`config.mk`:
```
export PLATFORM = sky130hd
export DESIGN_NAME = slow_tick_gen
export DESIGN_NICKNAME = d
export VERILOG_FILES = /design/src/rtl/slow_tick_gen.sv
export SDC_FILE = /design/constraint.sdc
export NUM_CORES = 1
export LEC_CHECK = 0
export ABC_AREA = 1
export CAP_MARGIN = 20
export CORE_UTILIZATION = 35
export DETAILED_ROUTE_END_ITERATION = 8
export GPL_ROUTABILITY_DRIVEN = 0
export SETUP_SLACK_MARGIN = 0.5
export SLEW_MARGIN = 40
export SYNTH_ARGS = -nofsm -noshare
export SYNTH_HDL_FRONTEND = slang
export SYNTH_SLANG_ARGS = --single-unit
```
`constraint.sdc`:
```
create_clock -name clk -period 3.5 [get_ports clk]
set_input_delay 0.35 -clock clk [delete_from_list [all_inputs] [get_ports clk]]
set_output_delay 0.35 -clock clk [all_outputs]
set_load 0.05 [all_outputs]
```
`src/rtl/slow_tick_gen.sv`:
```
// slow_tick_gen -- slow-rate timing source for the 2-bit slow counter.
//
// Divides the board clock into a square wave `cnt` and a matching one-cycle
// enable `tick` (high in the cycle `cnt` rises). The rate is selectable and
// the generator can free-run or be single-stepped from a debounced button.
//
// Parameters
//   BASE_DIV  : half-period in clk cycles at div_sel=0 (>= 64 for four rates)
//   DB_CYCLES : cycles `step` must hold a new level before it is accepted
//
// Ports
//   clk     in   system clock
//   clr     in   synchronous active-high reset
//   run     in   1 = free-run, 0 = stop/step mode (asynchronous switch)
//   step    in   single-step pushbutton (asynchronous, bouncy)
//   div_sel in   rate select, half-period N = BASE_DIV >> (2*div_sel)
//   cnt     out  divided square wave, registered
//   tick    out  one-cycle pulse in the cycle cnt goes 0->1
//   ticks   out  16-bit wrapping count of ticks (only with the macro below)
//
// Optional build: define SLOW_TICK_GEN_TICK_COUNT_EN to add the `ticks`
// output and its counter. Without it the block has no tick counter.

module slow_tick_gen #(
  parameter int BASE_DIV  = 50_000_000,
  parameter int DB_CYCLES = 1_000_000
) (
  input  logic       clk,
  input  logic       clr,
  input  logic       run,
  input  logic       step,
  input  logic [1:0] div_sel,
  output logic       cnt,
  output logic       tick
`ifdef SLOW_TICK_GEN_TICK_COUNT_EN
  ,
  output logic [15:0] ticks
`endif
);

  localparam int CNT_W = (BASE_DIV > 2) ? $clog2(BASE_DIV) : 1;
  localparam int DB_W  = $clog2(DB_CYCLES + 1);

  typedef enum logic [1:0] {
    S_STOP    = 2'd0,
    S_RUN     = 2'd1,
    S_STEP_HI = 2'd2
  } state_t;

  // Terminal count (N-1) for a rate select. A shift that would give N=0
  // (only possible with an undersized BASE_DIV) is clamped to N=1.
  function automatic logic [CNT_W-1:0] half_period_m1(input logic [1:0] sel);
    int n;
    n = BASE_DIV >> {sel, 1'b0};
    if (n < 1) n = 1;
    return CNT_W'(n - 1);
  endfunction

  logic             run_meta;
  logic             run_sync;
  logic             step_meta;
  logic             step_sync;
  logic             step_db;
  logic [DB_W-1:0]  db_cnt;
  logic             db_done;
  logic             step_edge;

  state_t           state;
  logic [CNT_W-1:0] div_cnt;
  logic [CNT_W-1:0] n_m1;
  logic             boundary;
  logic             tick_set;

  // ---- input synchronizers
  always_ff @(posedge clk) begin
    if (clr) begin
      run_meta  <= 1'b0;
      run_sync  <= 1'b0;
      step_meta <= 1'b0;
      step_sync <= 1'b0;
    end else begin
      run_meta  <= run;
      run_sync  <= run_meta;
      step_meta <= step;
      step_sync <= step_meta;
    end
  end

  // ---- step debounce
  // The count only advances while the synchronized level disagrees with the
  // accepted level; any agreement restarts it.
  assign db_done = (db_cnt == DB_W'(DB_CYCLES - 1));

  // Asserted in the cycle the debounced level is about to load 1, so the
  // FSM reacts on the same edge the debounced value rises.
  assign step_edge = step_sync & ~step_db & db_done;

  always_ff @(posedge clk) begin
    if (clr) begin
      step_db <= 1'b0;
      db_cnt  <= '0;
    end else if (step_sync != step_db) begin
      if (db_done) begin
        step_db <= step_sync;
        db_cnt  <= '0;
      end else begin
        db_cnt <= db_cnt + 1'b1;
      end
    end else begin
      db_cnt <= '0;
    end
  end

  // ---- divider / state machine
  assign boundary = (div_cnt == n_m1);

  // tick is only ever raised together with a 0->1 of cnt: either a step
  // launch from STOP or a rising phase boundary while running.
  always_comb begin
    tick_set = 1'b0;
    case (state)
      S_STOP:  tick_set = ~run_sync & step_edge;
      S_RUN:   tick_set = run_sync & ~cnt & boundary;
      default: tick_set = 1'b0;
    endcase
  end

  always_ff @(posedge clk) begin
    if (clr) begin
      state   <= S_STOP;
      div_cnt <= '0;
      cnt     <= 1'b0;
      tick    <= 1'b0;
      n_m1    <= half_period_m1(div_sel);
    end else begin
      tick <= tick_set;
      case (state)
        S_STOP: begin
          div_cnt <= '0;
          cnt     <= 1'b0;
          // run has priority; a simultaneous step_edge is simply dropped
          if (run_sync) begin
            state <= S_RUN;
            n_m1  <= half_period_m1(div_sel);
          end else if (step_edge) begin
            state <= S_STEP_HI;
            cnt   <= 1'b1;
            n_m1  <= half_period_m1(div_sel);
          end
        end

        S_RUN: begin
          if (!run_sync && !cnt) begin
            state   <= S_STOP;
            div_cnt <= '0;
          end else begin
            div_cnt <= boundary ? '0 : div_cnt + 1'b1;
            if (boundary) begin
              cnt  <= ~cnt;
              n_m1 <= half_period_m1(div_sel);
              // only reachable with cnt=1: the high phase ends as run drops
              if (!run_sync) state <= S_STOP;
            end else if (!run_sync) begin
              // let the current high phase finish instead of cutting it short
              state <= S_STEP_HI;
            end
          end
        end

        S_STEP_HI: begin
          div_cnt <= boundary ? '0 : div_cnt + 1'b1;
          if (boundary) begin
            cnt   <= 1'b0;
            n_m1  <= half_period_m1(div_sel);
            state <= run_sync ? S_RUN : S_STOP;
          end
        end

        default: begin
          state   <= S_STOP;
          div_cnt <= '0;
          cnt     <= 1'b0;
        end
      endcase
    end
  end

`ifdef SLOW_TICK_GEN_TICK_COUNT_EN
  // ---- tick counter, wraps naturally at 16 bits
  always_ff @(posedge clk) begin
    if (clr) begin
      ticks <= '0;
    end else if (tick_set) begin
      ticks <= ticks + 1'b1;
    end
  end
`endif

endmodule

```
# Word level (Yosys, flattened, before mapping)
# Index checks and enable logic that the tools add are counted.
totals:
  register_bits: 81
  input_bits: 6
  elab_cells: 94
op_classes:
  n_addsub: 7
  magnitude_cmp: 1
  n_eq_ne: 14
  n_shift: 1
  n_mux: 41
  bitwise: 9
  reduce_logical: 10
op_table:
  columns: ["operator", "n"]
  rows:
  - ["26-bit two-way mux", 23]
  - ["26-bit by 2-bit subtractor with 26-bit output, second input constant", 5]
  - ["26-bit case mux with 3 select lines", 1]
  - ["26-bit case mux with 2 select lines", 1]
  - ["32-bit by 2-bit < comparator with 1-bit output, second input constant", 1]
  - ["26-bit by 3-bit right shift with 32-bit output, first input constant", 1]
  - ["26-bit by 1-bit adder with 26-bit output, second input constant", 1]
  - ["26-bit == test", 1]
  - ["20-bit by 1-bit adder with 20-bit output, second input constant", 1]
  - ["20-bit == test, second input constant", 1]
  - ["3-bit != test, second input constant", 5]
  - ["2-bit two-way mux", 7]
  - ["1-bit two-way mux", 6]
  - ["2-bit != test, second input constant", 3]
  - ["2-bit case mux with 3 select lines", 1]
  - ["3-bit AND reduction", 2]
  - ["1-bit AND", 5]
  - ["5-bit AND reduction", 1]
  - ["4-bit != test, second input constant", 1]
  - ["1-bit inverter", 4]
  - ["4-bit nonzero test", 1]
  - ["1-bit case mux with 3 select lines", 1]
  - ["3-bit OR reduction", 1]
  - ["2-bit by 1-bit == test with 1-bit output, second input constant", 1]
  - ["other kinds (7)", 8]

# Logic depth before layout (Yosys ltp)
# Gate-level depths: netlist of the first run.
logic_depth:
  depth_word: 12
  mapped_depth: 12

# Worst setup path before layout of the first run
# No wires, ideal clock.
synth_path:
  path_kind: "register to register"
  startpoint: "register n_m1[21]"
  endpoint: "register n_m1[0] (enable)"
  arrival_time_ns: 2.617
  required_time_ns: 3.075
  slack_ns: 0.459
  stages_incl_launch_ff: 9
  path_buffers: 0
  synth_period_minus_slack_ns: 3.041
  cell_sequence: "edfxtp_1 -> xor2_1 -> nor2_1 -> nand2_1 -> nor2_2 -> nand3_2 -> o21ai_0 -> nand2_1 -> o21ai_0"
synth_via:
  elab_chain_len: 3
  elab_cells_between_ends: 4
  classes_between: "eq/ne: 3; reduce/logical: 1"
synth_lines:
  columns: ["element", "line_no", "text"]
  rows:
  - ["start, declared", "70", "logic [CNT_W-1:0] n_m1;"]
  - ["start signal, assigned", "134", "n_m1 <= half_period_m1(div_sel);"]
  - ["start signal, assigned", "144", "n_m1 <= half_period_m1(div_sel);"]
  - ["start signal, assigned", "148", "n_m1 <= half_period_m1(div_sel);"]
  - ["26-bit == test (*)", "115", "assign boundary = (div_cnt == n_m1);"]
  - ["3-bit != test (no source line)", null, null]
  - ["5-bit AND reduction (no source line) (*)", null, null]
# Every way passes the cells marked *; elsewhere a longest branch is shown, timed or not.
# A chain may end at the register's enable or synchronous reset.

# Worst setup path in the final report of the first run
layout_path:
  startpoint: "register div_cnt[8]"
  endpoint: "register n_m1[14] (enable)"
layout_via:
  elab_chain_len: 3
  elab_cells_between_ends: 4
  classes_between: "eq/ne: 3; reduce/logical: 1"
layout_lines:
  columns: ["element", "line_no", "text"]
  rows:
  - ["start, declared", "69", "logic [CNT_W-1:0] div_cnt;"]
  - ["start signal, assigned", "157", "div_cnt <= boundary ? '0 : div_cnt + 1'b1;"]
  - ["start signal, assigned", "171", "div_cnt <= boundary ? '0 : div_cnt + 1'b1;"]
  - ["26-bit == test (*)", "115", null]
  - ["3-bit != test (no source line)", null, null]
  - ["5-bit AND reduction (no source line) (*)", null, null]
# Marks and branches as above.

==> qor.yml, run 1 <==
layout_common_cells: "nand2_1, nor2_1, inv_1"
vdd_drop_max_mv: 0.3102
path_class: "flip-flop to flip-flop"
power_mw: 2.246
whs_ns: 0.4044
status: "finished clean"
drtIter0Drc: 139
synthFlopType: "dfxtp_1"
tritoncts: "built"
muxShareOfSynthArea_pct: 0
grt_max_degree: 21
fin_worst_skew_ns: 0.007526
die-area_sq_um: 11480
crit_path_max_fanout: 20
power_leakage_nw: 1.736
start_kind: "flip-flop"
syn-cell-area_sq_um: 3869
use_met3_pct: 3.830
cp-endpoint: "n_m1[14]$_DFFE_PP_"
rsz0062_at_grt: "false"
placed_cells: 643
multi_input_area_sq_um: 1841
synth_top_cell_area_share_pct: 28.46
ant_nets: 0
grt_util_met2_pct: 21.57
cap_violations: 0
maxSlewViolCount: 0
hp-class: "flip-flop to flip-flop"
powerDensity_nw_per_um2: 520.9
rr_worst_depth: 11
post-route-drc-count: 0
synth_cells: 498
antenna_found_initial: 0
avgSynthCellArea_sq_um: 7.768
n_fill_cell: 1101
yosys.area_share.adder_pct: 4.204
max_freq_mhz: 449.2
pwr-share-seq_pct: 46.9
fp.dieH_um: 107.1
syn2layout_area_growth_pct: 11.45
synth_top_family_by_area: "simple AND/OR/NAND/NOR gates"
setup_violations: 0
htreeDepth: 3
async_flop_share_pct: 0
drive_above_1_share_pct: 10.98
ys_seq_area_share_pct: 43.98
finalSetupTns_ns: 0
first_pass_iters: 4
critical-path-max-stage-delay_ns: 0.43
seq_area_sq_um: 1702
crit_arrival_ns: 2.27
place_area_sq_um: 4091
postCtsSetupBuffers: 0
fin_nets: 533
fin_crit_ns: 2.226
cts_made_buffers: 9
first_global_vias: 2796
switching_share_pct: 31.47
fin_area_sq_um: 4312
place_ws_ns: 1.287
relSlewSlack_pct: 60.86
final_common_cell: "nand2_1"
cts_sinks: 75
cp-end-kind: "flip-flop"
vias: 2961
fin_crit_sh_pct: 63.60
cts_buffer_depth: 2
die_x_um: 107.1
grt_busiest_layer: "met2"
yosys_warnings: 0
ys_types: 36
pwr-share-comb_pct: 20.7
final_cells: 659
layout_setup_ws_ns: 1.274
totalWireLength_mm: 7.251
overflow: 0
cpMostUsedCell: "nand2_1"
clkPwrFrac_pct: 32.4
hold_buffers: 0
synth-edff-count: 20
ys_top_cells_by_area: "dfxtp_1, edfxtp_1, nand2_1"
start_util_pct: 35.85
grt_usage_pct: 13.75
yosysTopAreaCell: "dfxtp_1"
cp-startpoint: "div_cnt[8]$_SDFF_PP0_"
viasPerCell: 4.493
core_area_sq_um: 10790
clk_pin_slew_ns: 0.08
gr-usage-met1_pct: 17.96
rows: 38
root_buffer: "clkbuf_8"
fin_util_pct: 39.95
antenna_cells: 0
crit_path_top_delay_cell: "dfxtp_1"
clock_latency_ns: 0.36
finalHoldViolCount: 0
portBuffers: 7
place_hpwl_mm: 5.438
grt_pass1_wl_mm: 12.34
synth_seq_cells: 75
ctsResizeCount: 0
tightest_slew_ns: 0.5854
synthSimpleGateAreaFrac_pct: 31.73
power.switching_uw: 706.9
synth_compound_gate_area_share_pct: 4.269
r2r_setup_slack_ns: 1.27
p_int_mw: 1.539
worstReg2RegEnd: "n_m1[14]$_DFFE_PP_"
yosys.area_share.xor_xnor_pct: 6.792
wl_per_cell_um: 11.00
path_cells: "inv_2 -> nand2_1 -> nand2_1 -> nor2_1 -> nand3_1 -> nor2_1 -> nand3_2 -> o21ai_0 -> nand2_1 -> o21ai_1 -> buf_4"
pin_count: 8
required_ns: 3.54
timing.rr.start: "div_cnt[8]$_SDFF_PP0_"
[cells by family after synthesis]
family,after synthesis
XOR/XNOR,30
flip-flops,75
AND/OR/NAND/NOR,262
other,2
buffers and inverters,86
adder cells (fa/ha/maj),13
AO/OA/AOI/OAI,30
[Yosys cell counts, types with 6 or more instances]
library cell / number
a21oi_1: 11
xor2_1: 26
nor2_1: 78
nand2_1: 108
edfxtp_1: 20
nand3_1: 20
inv_2: 6
inv_1: 73
o21ai_0: 13
nor2_2: 14
dfxtp_1: 55
nand4_1: 6
ha_1: 13
nor3_1: 11
[power by group through the flow]
stage,Combinational [mW],Clock (mW),Sequential (mW)
after CTS,0.470,0.747,1.05
after global routing,0.531,0.785,1.06
after global placement,0.457,0,1.07
final,0.464,0.728,1.05
after floorplan,0.349,0,1.07
after detailed placement,0.467,0,1.07
[worst min path at each step]
stage	from	end	slack [ns]	depth (start not counted)
6_report	run_meta$_SDFF_PP0_	run_sync$_SDFF_PP0_	0.40	2
3_3_place_gp	run_meta$_SDFF_PP0_	run_sync$_SDFF_PP0_	0.40	2
3_5_place_dp	run_meta$_SDFF_PP0_	run_sync$_SDFF_PP0_	0.40	2
2_1_floorplan	run_meta$_SDFF_PP0_	run_sync$_SDFF_PP0_	0.39	2
5_1_grt	step_meta$_SDFF_PP0_	step_sync$_SDFF_PP0_	0.43	2
4_1_cts	run_meta$_SDFF_PP0_	run_sync$_SDFF_PP0_	0.41	2
[cell type report]
class                           instances  area share, %
Sequential cell                        75          39.47
Inverter                               79          6.878
Timing Repair Buffer                    8          1.799
Clock inverter                          5          1.335
Multi-Input combinational cell        341          42.69
Tap cell                              140          4.063
Clock buffer                           11          3.772
[worst max-delay path, delay by kind of cell, from the launching register on]
kind | cells | cell delay (ns)
AOI/OAI and AO/OA | 2 | 0.28
buffers and inverters | 2 | 0.35
DFF | 1 | 0.43
and+or+nand+nor | 7 | 0.84
[per-layer routing]
layer,vias up,share of wire [%],routed length (um)
met3,9,4.6,330
li1,1570,-,-
met2,37,46,3314
met5,-,0,0
met1,1345,48,3505
met4,0,1.4,100
[state kept, by name, summed over array words and instances (netlist names)]
| signal | flops |
|---|---|
| div_cnt | 26 |
| db_cnt | 20 |
| n_m1 | 20 |
| state | 2 |
| cnt | 1 |
| run_meta | 1 |
| run_sync | 1 |
| step_db | 1 |
| step_meta | 1 |
| step_sync | 1 |
| tick | 1 |
(Power assumes the default switching activity.)
==> run 2, diff against run 1 <==
==> constraint.sdc (replaced) <==
create_clock -name clk -period 2.05 [get_ports clk]
set_input_delay 0.205 -clock clk [delete_from_list [all_inputs] [get_ports clk]]
set_output_delay 0.205 -clock clk [all_outputs]
set_load 0.05 [all_outputs]
==> run 2 against run 1 <==
  * Flip-flop and latch count unchanged
  * Clock skew is 0.0069 ns higher
  * Cell count grew 5.9%
  * Largest cell class unchanged
==> qor.yml, run 2 (synthesis gave the netlist of run 1 again) <==
status: "finished clean"  # unchanged
antenna_found_initial: 0  # unchanged
drtIter0Drc: 129  # was 139
top_register: "div_cnt"  # unchanged
cp-end-kind: "flip-flop"  # unchanged
drive_above_1_share_pct: 26.70  # was 10.98%
hp-class: "input port to flip-flop"  # was flip-flop to flip-flop
place_ws_ns: 0.01586  # was 1.287 ns
post-route-drc-count: 0  # unchanged
htreeDepth: 3  # unchanged
fp.dieH_um: 107.1  # unchanged
setup_violations: 0  # unchanged
power.switching_mw: 1.457  # was 706.9 uW
pwr-share-seq_pct: 43.8  # was 46.9%
fin_area_sq_um: 4910  # was 4312 sq um
hold_buffers: 0  # unchanged
clk_pin_slew_ns: 0.09  # was 0.08 ns
finalHoldViolCount: 0  # unchanged
die-area_sq_um: 11480  # unchanged
start_kind: "flip-flop"  # unchanged
maxSlewViolCount: 0  # unchanged
start_util_pct: 35.85  # unchanged
fin_util_pct: 45.49  # was 39.95%
overflow: 0  # unchanged
core_area_sq_um: 10790  # unchanged
use_met3_pct: 3.465  # was 3.830%
n_fill_cell: 1029  # was 1,101
root_buffer: "clkbuf_8"  # unchanged
wl_per_cell_um: 11.76  # was 11.00 um
crit_arrival_ns: 2.09  # was 2.27 ns
place_hpwl_mm: 5.561  # was 5.438 mm
final_common_cell: "nand2_1"  # unchanged
grt_busiest_layer: "met2"  # unchanged
grt_pass1_wl_mm: 13.64  # was 12.34 mm
fin_crit_ns: 2.025  # was 2.226 ns
clkPwrFrac_pct: 27.7  # was 32.4%
pwr-share-comb_pct: 28.6  # was 20.7%
totalWireLength_mm: 8.209  # was 7.251 mm
clock_latency_ns: 0.36  # about the same
layout_common_cells: "nand2_1, nor2_1, inv_1"  # unchanged
crit_path_top_delay_cell: "edfxtp_1"  # was dfxtp_1
path_cells: "xor2_1 -> nor2_1 -> nand2_1 -> nor2_2 -> nand3_2 -> o21ai_2 -> nand2_2 -> o21ai_4 -> buf_12"  # was inv_2 -> nand2_1 -> nand2_1 -> nor2_1 -> nand3_1 -> nor2_1 -> nand3_2 -> o21ai_0 -> nand2_1 -> o21ai_1 -> buf_4
critical-path-max-stage-delay_ns: 0.51  # was 0.43 ns
fin_nets: 572  # was 533
ant_nets: 0  # unchanged
top_regs: "div_cnt (26), db_cnt (20), n_m1 (20)"  # unchanged
syn2layout_area_growth_pct: 26.91  # was 11.45%
cts_buffer_depth: 2  # unchanged
crit_path_max_fanout: 20  # unchanged
rsz0062_at_grt: "true"  # was false
whs_ns: 0.3691  # was 0.4044 ns
crit_buf_inv: 1  # was 2
place_area_sq_um: 4189  # was 4091 sq um
rows: 38  # unchanged
cts_made_buffers: 9  # unchanged
vias: 3117  # was 2,961
max_freq_mhz: 493.9  # was 449.2 MHz
viasPerCell: 4.466  # was 4.493
vdd_drop_max_mv: 0.4838  # was 0.3102 mV
power_mw: 4.146  # was 2.246 mW
required_ns: 2.12  # was 3.54 ns
tritoncts: "built"  # unchanged
pin_count: 8  # unchanged
fin_crit_sh_pct: 98.77  # was 63.60%
power_leakage_nw: 2.015  # was 1.736 nW
path_delay_family: "simple AND/OR/NAND/NOR gates"  # unchanged
p_int_mw: 2.689  # was 1.539 mW
grt_util_met2_pct: 24.01  # was 21.57%
grt_usage_pct: 15.40  # was 13.75%
portBuffers: 7  # unchanged
first_pass_iters: 6  # was 4
switching_share_pct: 35.15  # was 31.47%
die_x_um: 107.1  # unchanged
cts_sinks: 75  # unchanged
layout_setup_ws_ns: 0.02527  # was 1.274 ns
powerDensity_nw_per_um2: 844.5  # was 520.9 nW/um^2
antenna_cells: 0  # unchanged
cap_violations: 0  # unchanged
grt_max_degree: 21  # unchanged
path_class: "flip-flop to flip-flop"  # unchanged
fin_worst_skew_ns: 0.01445  # was 0.007526 ns
first_global_vias: 2983  # was 2,796
largest_register_ffs: 26  # unchanged
gr-usage-met1_pct: 20.23  # was 17.96%
-- run 2: layer usage --
layer / part of all wire (%) / vias to the layer above / routed length (um)
met3: 3.7 / 14 / 304
li1: - / 1652 / -
met4: 2.1 / 0 / 170
met1: 48 / 1416 / 3914
met2: 47 / 35 / 3819
met5: 0 / - / 0
-- run 2: worst paths after layout --
path                  startpoint                  end  slack (ns)  cells past startpoint
max           n_m1[21]$_DFFE_PP_   n_m1[16]$_DFFE_PP_        0.03                      9
min                          run  run_meta$_SDFF_PP0_        0.37                      3
max reg2reg   n_m1[21]$_DFFE_PP_   n_m1[16]$_DFFE_PP_        0.03                      9
min reg2reg  run_meta$_SDFF_PP0_  run_sync$_SDFF_PP0_        0.40                      2
-- run 2: per-stage QoR --
| stage | instances | TNS, ns |
|---|---|---|
| 2_1_floorplan | 502 | 0 |
| 3_3_place_gp | 651 | 0 |
| 3_5_place_dp | 651 | 0 |
| 4_1_cts | 688 | 0 |
| 5_1_grt | 698 | -2.986 |
| 6_report | 698 | 0 |
-- run 2: cell type report --
| type | instances | area (sq um) | area share, % |
|---|---|---|---|
| multi-input cells | 344 | 2130 | 43.37 |
| clock buffers | 10 | 127.6 | 2.599 |
| repair buffers | 44 | 391.6 | 7.977 |
| inverters | 79 | 307.8 | 6.269 |
| clock inverters | 6 | 66.31 | 1.351 |
| well taps | 140 | 175.2 | 3.568 |
| flip-flops and latches | 75 | 1712 | 34.86 |
-- run 2: worst register-to-register path: stages (launching register included) --
cell and delay (ns):
edfxtp_1 0.51, xor2_1 0.20, nor2_1 0.11, nand2_1 0.09, nor2_2 0.14, nand3_2 0.11, o21ai_2 0.09, nand2_2 0.10
o21ai_4 0.19, buf_12 0.19
-- run 2: repair_timing --
action	CTS	global route
resized for setup	38	47
cloned	3	0
setup endpoints to repair	58	72
pin swaps	7	15
buffers inserted	18	10
-- run 2: power by group through the flow --
stage | registers (mW) | logic [mW] | clock network, mW
after floorplan | 1.83 | 0.650 | 0
after global placement | 1.84 | 0.862 | 0
after detailed placement | 1.85 | 0.873 | 0
after CTS | 1.81 | 1.09 | 1.18
after global routing | 1.83 | 1.30 | 1.24
final | 1.81 | 1.18 | 1.15
==> run 3, diff against run 2 <==
--- a/config.mk
+++ b/config.mk
@@ -10,6 +10,7 @@
 export CORE_UTILIZATION = 35
 export DETAILED_ROUTE_END_ITERATION = 8
 export GPL_ROUTABILITY_DRIVEN = 0
+export PLACE_DENSITY_LB_ADDON = 0.08
 export SETUP_SLACK_MARGIN = 0.5
 export SLEW_MARGIN = 40
 export SYNTH_ARGS = -nofsm -noshare
==> run 3 against run 2 <==
  * Critical path type unchanged
  * Largest power group unchanged
  * Clock-buffer cell count up 3
  * Via count up 0.96%
  * Clock skew down 0.0070 ns
  * First-iteration DRC count down 30%
  * Global-route usage up 1.5 points
  * Utilization up 1.5 points
  * Cell area up 3.3%
  * Flip-flop and latch count unchanged
  * Critical endpoint is now cnt$_SDFFE_PP0P_
  * Cell count up 0.29%
==> qor.yml, run 3 (synthesis gave the netlist of run 1 again) <==
status: "finished clean"  # unchanged
cts_made_buffers: 9  # unchanged
finalSetupTns_ns: 0  # unchanged
fp.dieH_um: 107.1  # unchanged
maxSlewViolCount: 0  # unchanged
place_ws_ns: -0.03939  # was 0.01586 ns
min_from: "run"  # unchanged
crit_path_top_delay_cell: "edfxtp_1"  # unchanged
final_cells: 700  # was 698
clk_pin_slew_ns: 0.08  # was 0.09 ns
antenna_cells: 0  # unchanged
seq_area_sq_um: 1712  # unchanged
fin_worst_skew_ns: 0.007452  # was 0.01445 ns
grt_max_degree: 14  # was 21
first_pass_iters: 4  # was 6
vias: 3147  # was 3,117
ant_nets: 0  # unchanged
root_buffer: "clkbuf_8"  # unchanged
hp-class: "input port to flip-flop"  # unchanged
hold_end: "run_meta$_SDFF_PP0_"  # unchanged
pin_count: 8  # unchanged
wl_per_cell_um: 13.00  # was 11.76 um
path_cells: "xor2_1 -> nor2_1 -> nand2_1 -> nor2_2 -> nand3_4 -> o21ai_4 -> nand2_2 -> buf_4 -> buf_6 -> buf_6 -> buf_6 -> nand2_2 -> a21oi_2"  # was xor2_1 -> nor2_1 -> nand2_1 -> nor2_2 -> nand3_2 -> o21ai_2 -> nand2_2 -> o21ai_4 -> buf_12
setup_violations: 0  # unchanged
path_delay_family: "simple AND/OR/NAND/NOR gates"  # unchanged
rows: 38  # unchanged
start_util_pct: 35.85  # unchanged
cts_buffer_depth: 2  # unchanged
tritoncts: "built"  # unchanged
fin_util_pct: 47.00  # was 45.49%
first_global_vias: 2859  # was 2,983
grt_pass1_wl_mm: 14.36  # was 13.64 mm
die-area_sq_um: 11480  # unchanged
fin_crit_ns: 2.040  # was 2.025 ns
post-route-drc-count: 0  # unchanged
power_mw: 4.602  # was 4.146 mW
drive_above_1_share_pct: 28.75  # was 26.70%
max_freq_mhz: 490.2  # was 493.9 MHz
path_class: "flip-flop to flip-flop"  # unchanged
start_kind: "flip-flop"  # unchanged
antenna_found_initial: 0  # unchanged
drtIter0Drc: 90  # was 129
cp-end-kind: "flip-flop"  # unchanged
whs_path_depth: 3  # unchanged
clock_latency_ns: 0.37  # was 0.36 ns
rr_worst_depth: 13  # was 9
place_hpwl_mm: 5.952  # was 5.561 mm
final_common_cell: "nand2_1"  # unchanged
top_register: "div_cnt"  # unchanged
crit_path_max_fanout: 4  # was 20
portBuffers: 7  # unchanged
fin_crit_sh_pct: 99.51  # was 98.77%
rsz0062_at_grt: "true"  # unchanged
htreeDepth: 3  # unchanged
top_regs: "div_cnt (26), db_cnt (20), n_m1 (20)"  # unchanged
powerDensity_nw_per_um2: 907.3  # was 844.5 nW/um^2
timing.rr.start: "n_m1[22]$_DFFE_PP_"  # was n_m1[21]$_DFFE_PP_
vdd_drop_max_mv: 0.5786  # was 0.4838 mV
crit_arrival_ns: 2.30  # was 2.09 ns
n_fill_cell: 1045  # was 1,029
fin_area_sq_um: 5072  # was 4910 sq um
required_ns: 2.31  # was 2.12 ns
grt_usage_pct: 16.89  # was 15.40%
die_x_um: 107.1  # unchanged
layout_setup_ws_ns: 0.01012  # was 0.02527 ns
critical-path-max-stage-delay_ns: 0.48  # was 0.51 ns
worstReg2RegEnd: "cnt$_SDFFE_PP0P_"  # was n_m1[16]$_DFFE_PP_
r2r_setup_slack_ns: 0.01  # was 0.03 ns
finalHoldViolCount: 0  # unchanged
cpMostUsedCell: "buf_6"
totalWireLength_mm: 9.099  # was 8.209 mm
multi_input_area_sq_um: 2233  # was 2130 sq um
layout_common_cells: "nand2_1, inv_1, nor2_1"  # was nand2_1, nor2_1, inv_1
placed_cells: 657  # was 651
largest_register_ffs: 26  # unchanged
overflow: 0  # unchanged
crit_buf_inv: 4  # was 1
whs_ns: 0.3497  # was 0.3691 ns
fin_nets: 574  # was 572
viasPerCell: 4.496  # was 4.466
power_leakage_nw: 2.068  # was 2.015 nW
cts_sinks: 75  # unchanged
syn2layout_area_growth_pct: 31.11  # was 26.91%
place_area_sq_um: 4234  # was 4189 sq um
cap_violations: 0  # unchanged
core_area_sq_um: 10790  # unchanged
==> run 3: what timing repair did <==
item                                    CTS  global route
setup buffers                            14             9
cloned                                    4             0
pin swaps                                13            22
hold buffers                              0             0
endpoints found under the setup margin   72            72
gates resized for setup                  48            59
==> run 3: how the worst max path moves through the flow <==
stage / from / endpoint / slack, ns / depth (start not counted)
5_1_grt: n_m1[22]$_DFFE_PP_ / cnt$_SDFFE_PP0P_ / -0.10 / 15
2_1_floorplan: n_m1[22]$_DFFE_PP_ / n_m1[0]$_DFFE_PP_ / 0.15 / 8
3_5_place_dp: n_m1[22]$_DFFE_PP_ / n_m1[8]$_DFFE_PP_ / -0.04 / 11
6_report: n_m1[22]$_DFFE_PP_ / cnt$_SDFFE_PP0P_ / 0.01 / 13
4_1_cts: n_m1[21]$_DFFE_PP_ / n_m1[23]$_DFFE_PP_ / 0.02 / 11
3_3_place_gp: n_m1[22]$_DFFE_PP_ / n_m1[3]$_DFFE_PP_ / -0.01 / 11
==> run 3: worst register-to-register path, cell delays in order (launching register included) <==
cell      delay, ns
edfxtp_1       0.48
xor2_1         0.18
nor2_1         0.13
nand2_1        0.08
nor2_2         0.20
nand3_4        0.12
o21ai_4        0.09
nand2_2        0.09
buf_4          0.15
buf_6          0.11
buf_6          0.10
buf_6          0.10
nand2_2        0.05
a21oi_2        0.05
==> run 3: cell type report <==
| type | instances | area share [%] |
|---|---|---|
| timing repair buffer | 46 | 8.707 |
| sequential | 75 | 33.74 |
| inverter | 79 | 6.068 |
| clock buffer | 13 | 2.738 |
| multi-input combinational | 344 | 44.03 |
| clock inverter | 3 | 1.258 |
| tap | 140 | 3.453 |
==> run 3: report_power, final <==
group	switching [mW]	internal, mW	total [mW]
sequential	0.109	1.70	1.81
clock	0.553	0.685	1.24
combinational	0.901	0.649	1.55
total	1.56	3.04	4.60
==> run 3: routing by layer <==
metal | track usage [%] | wire length (um) | vias to the layer above
met5 | 0 | 0 | -
met4 | 8.219 | 176 | 0
met3 | 3.283 | 296 | 10
met2 | 24.65 | 4050 | 45
met1 | 23.70 | 4576 | 1428
li1 | - | - | 1664
